===== config.mk =====
export PLATFORM = sky130hd
export DESIGN_NAME = fproc_meas_buf
export DESIGN_NICKNAME = d
export VERILOG_FILES = /design/src/rtl/fproc_meas_buf.sv
export SDC_FILE = /design/constraint.sdc
export NUM_CORES = 1
export LEC_CHECK = 0
export ABC_AREA = 1
export CAP_MARGIN = 0
export CORE_MARGIN = 1.5
export CORE_UTILIZATION = 38
export DETAILED_ROUTE_END_ITERATION = 10
export PLACE_DENSITY_LB_ADDON = 0.05
export SLEW_MARGIN = 20
export SYNTH_ARGS = -nofsm -noshare
export SYNTH_HDL_FRONTEND = slang
export SYNTH_SLANG_ARGS = --single-unit

===== constraint.sdc =====
create_clock -name clk -period 1.5 [get_ports clk]
set_clock_uncertainty 0.05 [all_clocks]
set_input_delay 0.375 -clock clk [delete_from_list [all_inputs] [get_ports clk]]
set_output_delay 0.375 -clock clk [all_outputs]
set_load 0.01 [all_outputs]

===== src/rtl/fproc_meas_buf.sv =====
// Measurement buffer serving N_CORES fproc ports: per-channel sample store plus per-core NEXT/LATEST read FSMs.
// Optional WAIT timeout is enabled by defining FPROC_MEAS_TIMEOUT_EN.
module fproc_meas_buf #(
  parameter int N_CORES        = 5,
  parameter int N_MEAS         = N_CORES,
  parameter int MEAS_WIDTH     = 1,
  parameter int DATA_W         = 32,
  parameter int ID_W           = 8,
  parameter int TIMEOUT_CYCLES = 4096
) (
  input  logic                         clk,
  input  logic                         reset,
  input  logic [N_MEAS*MEAS_WIDTH-1:0] meas,
  input  logic [N_MEAS-1:0]            meas_valid,
  input  logic [N_CORES-1:0]           core_enable,
  input  logic [N_CORES*ID_W-1:0]      core_id,
  output logic [N_CORES-1:0]           core_ready,
  output logic [N_CORES*DATA_W-1:0]    core_data
);

  localparam int ADDR_W = (N_MEAS > 1) ? $clog2(N_MEAS) : 1;
  localparam int N_SLOT = 1 << ADDR_W;
  localparam logic [ADDR_W:0] N_MEAS_L = (ADDR_W + 1)'(N_MEAS);

  typedef enum logic [1:0] {S_IDLE, S_WAIT, S_RESP} state_t;

  logic [MEAS_WIDTH-1:0] samp_q [N_MEAS];
  logic [N_MEAS-1:0]     seen_q;

  always_ff @(posedge clk) begin
    if (reset) begin
      seen_q <= '0;
      for (int k = 0; k < N_MEAS; k++) samp_q[k] <= '0;
    end else begin
      for (int k = 0; k < N_MEAS; k++) begin
        if (meas_valid[k]) begin
          samp_q[k] <= meas[k*MEAS_WIDTH +: MEAS_WIDTH];
          seen_q[k] <= 1'b1;
        end
      end
    end
  end

  // Channel views padded to the full address space so any decoded chan indexes safely.
  logic [MEAS_WIDTH-1:0] meas_pad [N_SLOT];
  logic [MEAS_WIDTH-1:0] samp_pad [N_SLOT];
  logic [N_SLOT-1:0]     valid_pad;
  logic [N_SLOT-1:0]     seen_pad;

  always_comb begin
    valid_pad = '0;
    seen_pad  = '0;
    for (int k = 0; k < N_SLOT; k++) begin
      meas_pad[k] = '0;
      samp_pad[k] = '0;
    end
    for (int k = 0; k < N_MEAS; k++) begin
      meas_pad[k]  = meas[k*MEAS_WIDTH +: MEAS_WIDTH];
      samp_pad[k]  = samp_q[k];
      valid_pad[k] = meas_valid[k];
      seen_pad[k]  = seen_q[k];
    end
  end

  logic unused_id;
  assign unused_id = ^core_id;

  for (genvar c = 0; c < N_CORES; c++) begin : g_core
    state_t              state_q, state_d;
    logic [ADDR_W-1:0]   chan_q, chan_d;
    logic                mode_q, mode_d;
    logic                ready_q, ready_d;
    logic [DATA_W-1:0]   data_q, data_d;
    logic [DATA_W-1:0]   resp_d;
    logic [ADDR_W-1:0]   req_chan;
    logic                req_mode;
    logic                req_oor;
`ifdef FPROC_MEAS_TIMEOUT_EN
    localparam int CNT_W = $clog2(TIMEOUT_CYCLES + 1);
    logic [CNT_W-1:0]    cnt_q, cnt_d;
    logic                expired;
    assign expired = (cnt_q == CNT_W'(TIMEOUT_CYCLES - 1));
    assign cnt_d   = (state_q == S_WAIT) ? cnt_q + 1'b1 : '0;
`endif

    assign req_chan = core_id[c*ID_W +: ADDR_W];
    assign req_mode = core_id[c*ID_W + ADDR_W];
    assign req_oor  = ({1'b0, req_chan} >= N_MEAS_L);

    always_ff @(posedge clk) begin
      if (reset) begin
        state_q <= S_IDLE;
        chan_q  <= '0;
        mode_q  <= 1'b0;
        ready_q <= 1'b0;
        data_q  <= '0;
`ifdef FPROC_MEAS_TIMEOUT_EN
        cnt_q   <= '0;
`endif
      end else begin
        state_q <= state_d;
        chan_q  <= chan_d;
        mode_q  <= mode_d;
        ready_q <= ready_d;
        data_q  <= data_d;
`ifdef FPROC_MEAS_TIMEOUT_EN
        cnt_q   <= cnt_d;
`endif
      end
    end

    // A valid in the request cycle completes LATEST immediately; NEXT only sees valids after it.
    always_comb begin
      state_d = state_q;
      chan_d  = chan_q;
      mode_d  = mode_q;
      resp_d  = '0;
      unique case (state_q)
        S_IDLE: begin
          if (core_enable[c]) begin
            chan_d = req_chan;
            mode_d = req_mode;
            if (req_oor) begin
              state_d = S_RESP;
            end else if (req_mode && valid_pad[req_chan]) begin
              state_d = S_RESP;
              resp_d  = DATA_W'(meas_pad[req_chan]);
            end else if (req_mode && seen_pad[req_chan]) begin
              state_d = S_RESP;
              resp_d  = DATA_W'(samp_pad[req_chan]);
            end else begin
              state_d = S_WAIT;
            end
          end
        end
        S_WAIT: begin
          if (valid_pad[chan_q]) begin
            state_d = S_RESP;
            resp_d  = DATA_W'(meas_pad[chan_q]);
          end
`ifdef FPROC_MEAS_TIMEOUT_EN
          else if (expired) begin
            state_d             = S_RESP;
            resp_d[DATA_W-1]    = 1'b1;
          end
`endif
        end
        S_RESP:  state_d = S_IDLE;
        default: state_d = S_IDLE;
      endcase
    end

    always_comb begin
      ready_d = (state_d == S_RESP);
      data_d  = ready_d ? resp_d : '0;
    end

    assign core_ready[c]                 = ready_q;
    assign core_data[c*DATA_W +: DATA_W] = data_q;
  end

endmodule


==> summary.json, run 1 <==
{
  "layout_commonest_cell": {"value": "nand2_1"},
  "data_required_time_at_the_worst_endpoint": {"value": 1.64, "unit": "ns"},
  "avgSynthCellArea": {"value": 6.19, "unit": "µm²"},
  "unrepaired_setup_endpoints_after_global_routing": {"value": "true"},
  "syn_area": {"value": 4690, "unit": "µm²"},
  "first_global_vias": {"value": 3943},
  "worst_ir_drop_vdd": {"value": 0.000495, "unit": "V"},
  "cpMostUsedCell": {"value": "nand2_1"},
  "seq_power_share": {"value": 33.8, "unit": "%"},
  "pwr_cell_area": {"value": 754, "unit": "nW/µm²"},
  "synth_top_flop_cell": {"value": "dfxtp_1"},
  "run_status": {"value": "completed"},
  "route.layer.met1.wl": {"value": 5.29, "unit": "mm"},
  "groute.usage.overall": {"value": 18.9, "unit": "%"},
  "synth_seq_cells": {"value": 45},
  "grt_max_degree": {"value": 16},
  "synth_top_cell_area_share": {"value": 26.1, "unit": "%"},
  "drt_drc_violations_left": {"value": 0},
  "fraction_of_layout_cells_with_a_size_suffix_above_1": {"value": 20.5, "unit": "%"},
  "internal_pwr_total": {"value": 2.68, "unit": "mW"},
  "routed_wirelength": {"value": 12.6, "unit": "mm"},
  "syn-instance-count": {"value": 757},
  "crit_family": {"value": "simple AND/OR/NAND/NOR gates"},
  "synth-edff-count": {"value": 5},
  "grt_pass1_wl": {"value": 19.3, "unit": "mm"},
  "hold_path_depth": {"value": 3},
  "synth_sequential_area_ratio": {"value": 20.3, "unit": "%"},
  "numPortBuffers": {"value": 46},
  "critical_path_capture_point_type": {"value": "flip-flop"},
  "critical_path_arrival": {"value": 1.57, "unit": "ns"},
  "final-max-slew-violation-count": {"value": 0},
  "dp_hpwl": {"value": 9.37, "unit": "mm"},
  "htree_levels": {"value": 2},
  "drt_pre_antenna_iters": {"value": 4},
  "die-width": {"value": 114, "unit": "µm"},
  "power.combinational.fraction": {"value": 34.9, "unit": "%"},
  "antenna_cells": {"value": 0},
  "detail-route-antenna-nets": {"value": 0},
  "tritoncts_clock_tree": {"value": "yes"},
  "preCtsSetupSlack": {"value": -0.536, "unit": "ns"},
  "ranking_of_synthesized_cells_by_area": {"value": "buf_4 26%, nand2_1 17%, dfxtp_1 17%"},
  "layout.nets": {"value": 926},
  "hold_buffers": {"value": 0},
  "drt-initial-drc-count": {"value": 273},
  "max_freq": {"value": 701, "unit": "MHz"},
  "most-common-layout-cells": {"value": "197 x nand2_1, 155 x conb_1, 59 x buf_4"},
  "pwr-share-clk": {"value": 31.3, "unit": "%"},
  "clk_root_buffer_cell": {"value": "clkbuf_16"},
  "postLayoutSetupSlackWorst": {"value": 0.0735, "unit": "ns"},
  "critical_path.startpoint": {"value": "samp_q[0][2]"},
  "worst_path_max_delay_cell": {"value": "edfxtp_1"},
  "maxCapViolations": {"value": 0},
  "reg2reg_depth": {"value": 11},
  "vias": {"value": 4498},
  "globalRoute.totalOverflow": {"value": 0},
  "synth.largest_area_cell": {"value": "buf_4"},
  "coreArea": {"value": 12000, "unit": "µm²"},
  "final_hold_viol_count": {"value": 0},
  "critical_path_cell_list": {"value": "buf_4, nand2_1, nand3_1, nand2_1, nand2_1, nand2_1, nand2_1, nand2_1, nor2_1, nor2_1, nor2_2"},
  "floorplan.initialDensity": {"value": 39.0, "unit": "%"},
  "met2WireLength": {"value": 6.11, "unit": "mm"},
  "r2r_slack": {"value": 0.07, "unit": "ns"},
  "setup-violations-final": {"value": 0},
  "drt-wirelength-per-cell": {"value": 12.4, "unit": "µm"},
  "overall_die_area": {"value": 13000, "unit": "µm²"},
  "cts-root-to-sink-buffers": {"value": 2},
  "min-delay-start": {"value": "core_id[16]"},
  "numClockSinks": {"value": 45},
  "initial_antenna_violation_count": {"value": 1},
  "floorplan.die.height": {"value": 114, "unit": "µm"},
  "num_io_pins": {"value": 222},
  "cp_num_buf_inv": {"value": 1},
  "clkLatencyLatePin": {"value": 0.30, "unit": "ns"},
  "sw_frac_of_total": {"value": 36.2, "unit": "%"},
  "crit_path_start_kind": {"value": "flip-flop"},
  "placementRows": {"value": 40},
  "r2r_start": {"value": "samp_q[0][2]"},
  "p_leak": {"value": 3.04, "unit": "nW"},
  "top_layer": {"value": "met4"},
  "fin_worst_hold_slack": {"value": 0.380, "unit": "ns"},
  "timing.hold.worst_endpoint": {"value": "g_core[2].chan_q[0]"},
  "timing.hold.worst.class": {"value": "input pin to flip-flop"},
  "critical_path.reg2reg.endpoint": {"value": "g_core[2].data_q[0]"},
  "finalCoreUtilization": {"value": 46.4, "unit": "%"},
  "critPathKind": {"value": "flip-flop to flip-flop"},
  "fin_crit": {"value": 1.43, "unit": "ns"},
  "synthDistinctLibCells": {"value": 32},
  "report.power.total": {"value": 4.20, "unit": "mW"},
  "yosys_warnings": {"value": 0},
  "final.period_utilization": {"value": 95.1, "unit": "%"},
  "critical_path_max_stage_delay": {"value": 0.48, "unit": "ns"},
  "asyncSetResetFlopFracSynth": {"value": 0, "unit": "%"},
  "syn2layout_area_growth": {"value": 18.9, "unit": "%"},
  "cts.clk_slew.worst_paths": {"value": 0.07, "unit": "ns"},
  "power.switching": {"value": 1.52, "unit": "mW"},
  "timing.critical_path.fanout_max": {"value": 4},
  "routabilityCongestion": {"value": 0.815},
  "met3WireLength": {"value": 878, "unit": "µm"},
  "tritoncts.num_buffers": {"value": 5},
  "detail_route.vias_per_cell": {"value": 4.42}
}
[per-layer routing]
layer	vias up	global-route usage (%)
met5	-	0
met4	0	6.75
met3	26	2.86
met1	1995	24.6
met2	186	31.7
li1	2291	-
[tightest hold or removal path, delay by kind of cell]
family,cells,cell delay [ns]
AOI/OAI and AO/OA,2,0.19
buffers and inverters,1,0.12
[cell families after synthesis]
| logic type | count (synthesis) | synth area share, % |
|---|---|---|
| DFF | 45 | 20.3 |
| other | 1 | 0.0800 |
| AOI/OAI and AO/OA | 95 | 10.8 |
| and+or+nand+nor | 368 | 34.9 |
| buffers and inverters | 248 | 34.0 |
[state kept, by name, summed over array words and instances (netlist names)]
signal,count
g_core.chan_q,15
g_core.ready_q,5
samp_q,5
g_core.state_q,10
seen_q,5
g_core.data_q,5
[stage by stage]
| stage | instances | setup TNS [ns] | area [µm²] |
|---|---|---|---|
| floorplan | 911 | 0 | 5270 |
| global placement | 986 | -11.30 | 5050 |
| detailed placement | 986 | -11.48 | 5050 |
| CTS | 1006 | 0 | 5410 |
| global route | 1017 | -0.0579 | 5570 |
| finish | 1017 | 0 | 5570 |
[how the worst max path moves through the flow]
| stage | end | cells past startpoint | slack (ns) |
|---|---|---|---|
| floorplan | samp_q[0][0] | 5 | 0.09 |
| global placement | g_core[2].data_q[0] | 13 | -0.53 |
| detailed placement | g_core[2].data_q[0] | 13 | -0.54 |
| CTS | g_core[0].data_q[0] | 12 | 0.02 |
| global route | g_core[4].data_q[0] | 13 | -0.02 |
| finish | g_core[2].data_q[0] | 11 | 0.07 |
[power by group through the flow]
stage / logic (mW) / registers [mW] / clock network (mW)
2_1_floorplan: 1.20 / 1.41 / 0
3_3_place_gp: 1.34 / 1.45 / 0
3_5_place_dp: 1.34 / 1.45 / 0
4_1_cts: 1.39 / 1.42 / 1.35
5_1_grt: 1.65 / 1.44 / 1.39
6_report: 1.47 / 1.42 / 1.32
[cell type report]
cell class / instances / area (µm²)
Fill cell: 1304 / 6440
Tap cell: 147 / 184
Inverter: 71 / 274
Sequential cell: 45 / 953
Clock inverter: 3 / 46.3
Multi-Input combinational cell: 618 / 2810
Clock buffer: 5 / 125
Timing Repair Buffer: 128 / 1180
[Yosys cell counts (all sizes together), types with 3 or more instances]
library cell,number
a21boi,3
a21oi,43
buf,173
clkbuf,4
dfxtp,40
edfxtp,5
inv,70
nand2,233
nand3,67
nand4,5
nor2,58
o211ai,4
o21ai,43
[what timing repair did]
item                                    in CTS  in global routing
pin swaps                                   17                 33
buffers inserted                             9                 10
cloned                                       3                  1
resized for setup                           56                 47
endpoints found under the setup margin      35                 19
Power figures use the tool's default switching activity.
==> run 2, diff against run 1 <==
SLEW_MARGIN = default   (was 20)
==> results of run 2 <==
The final DEF is identical to that of run 1; final timing and power are the same.
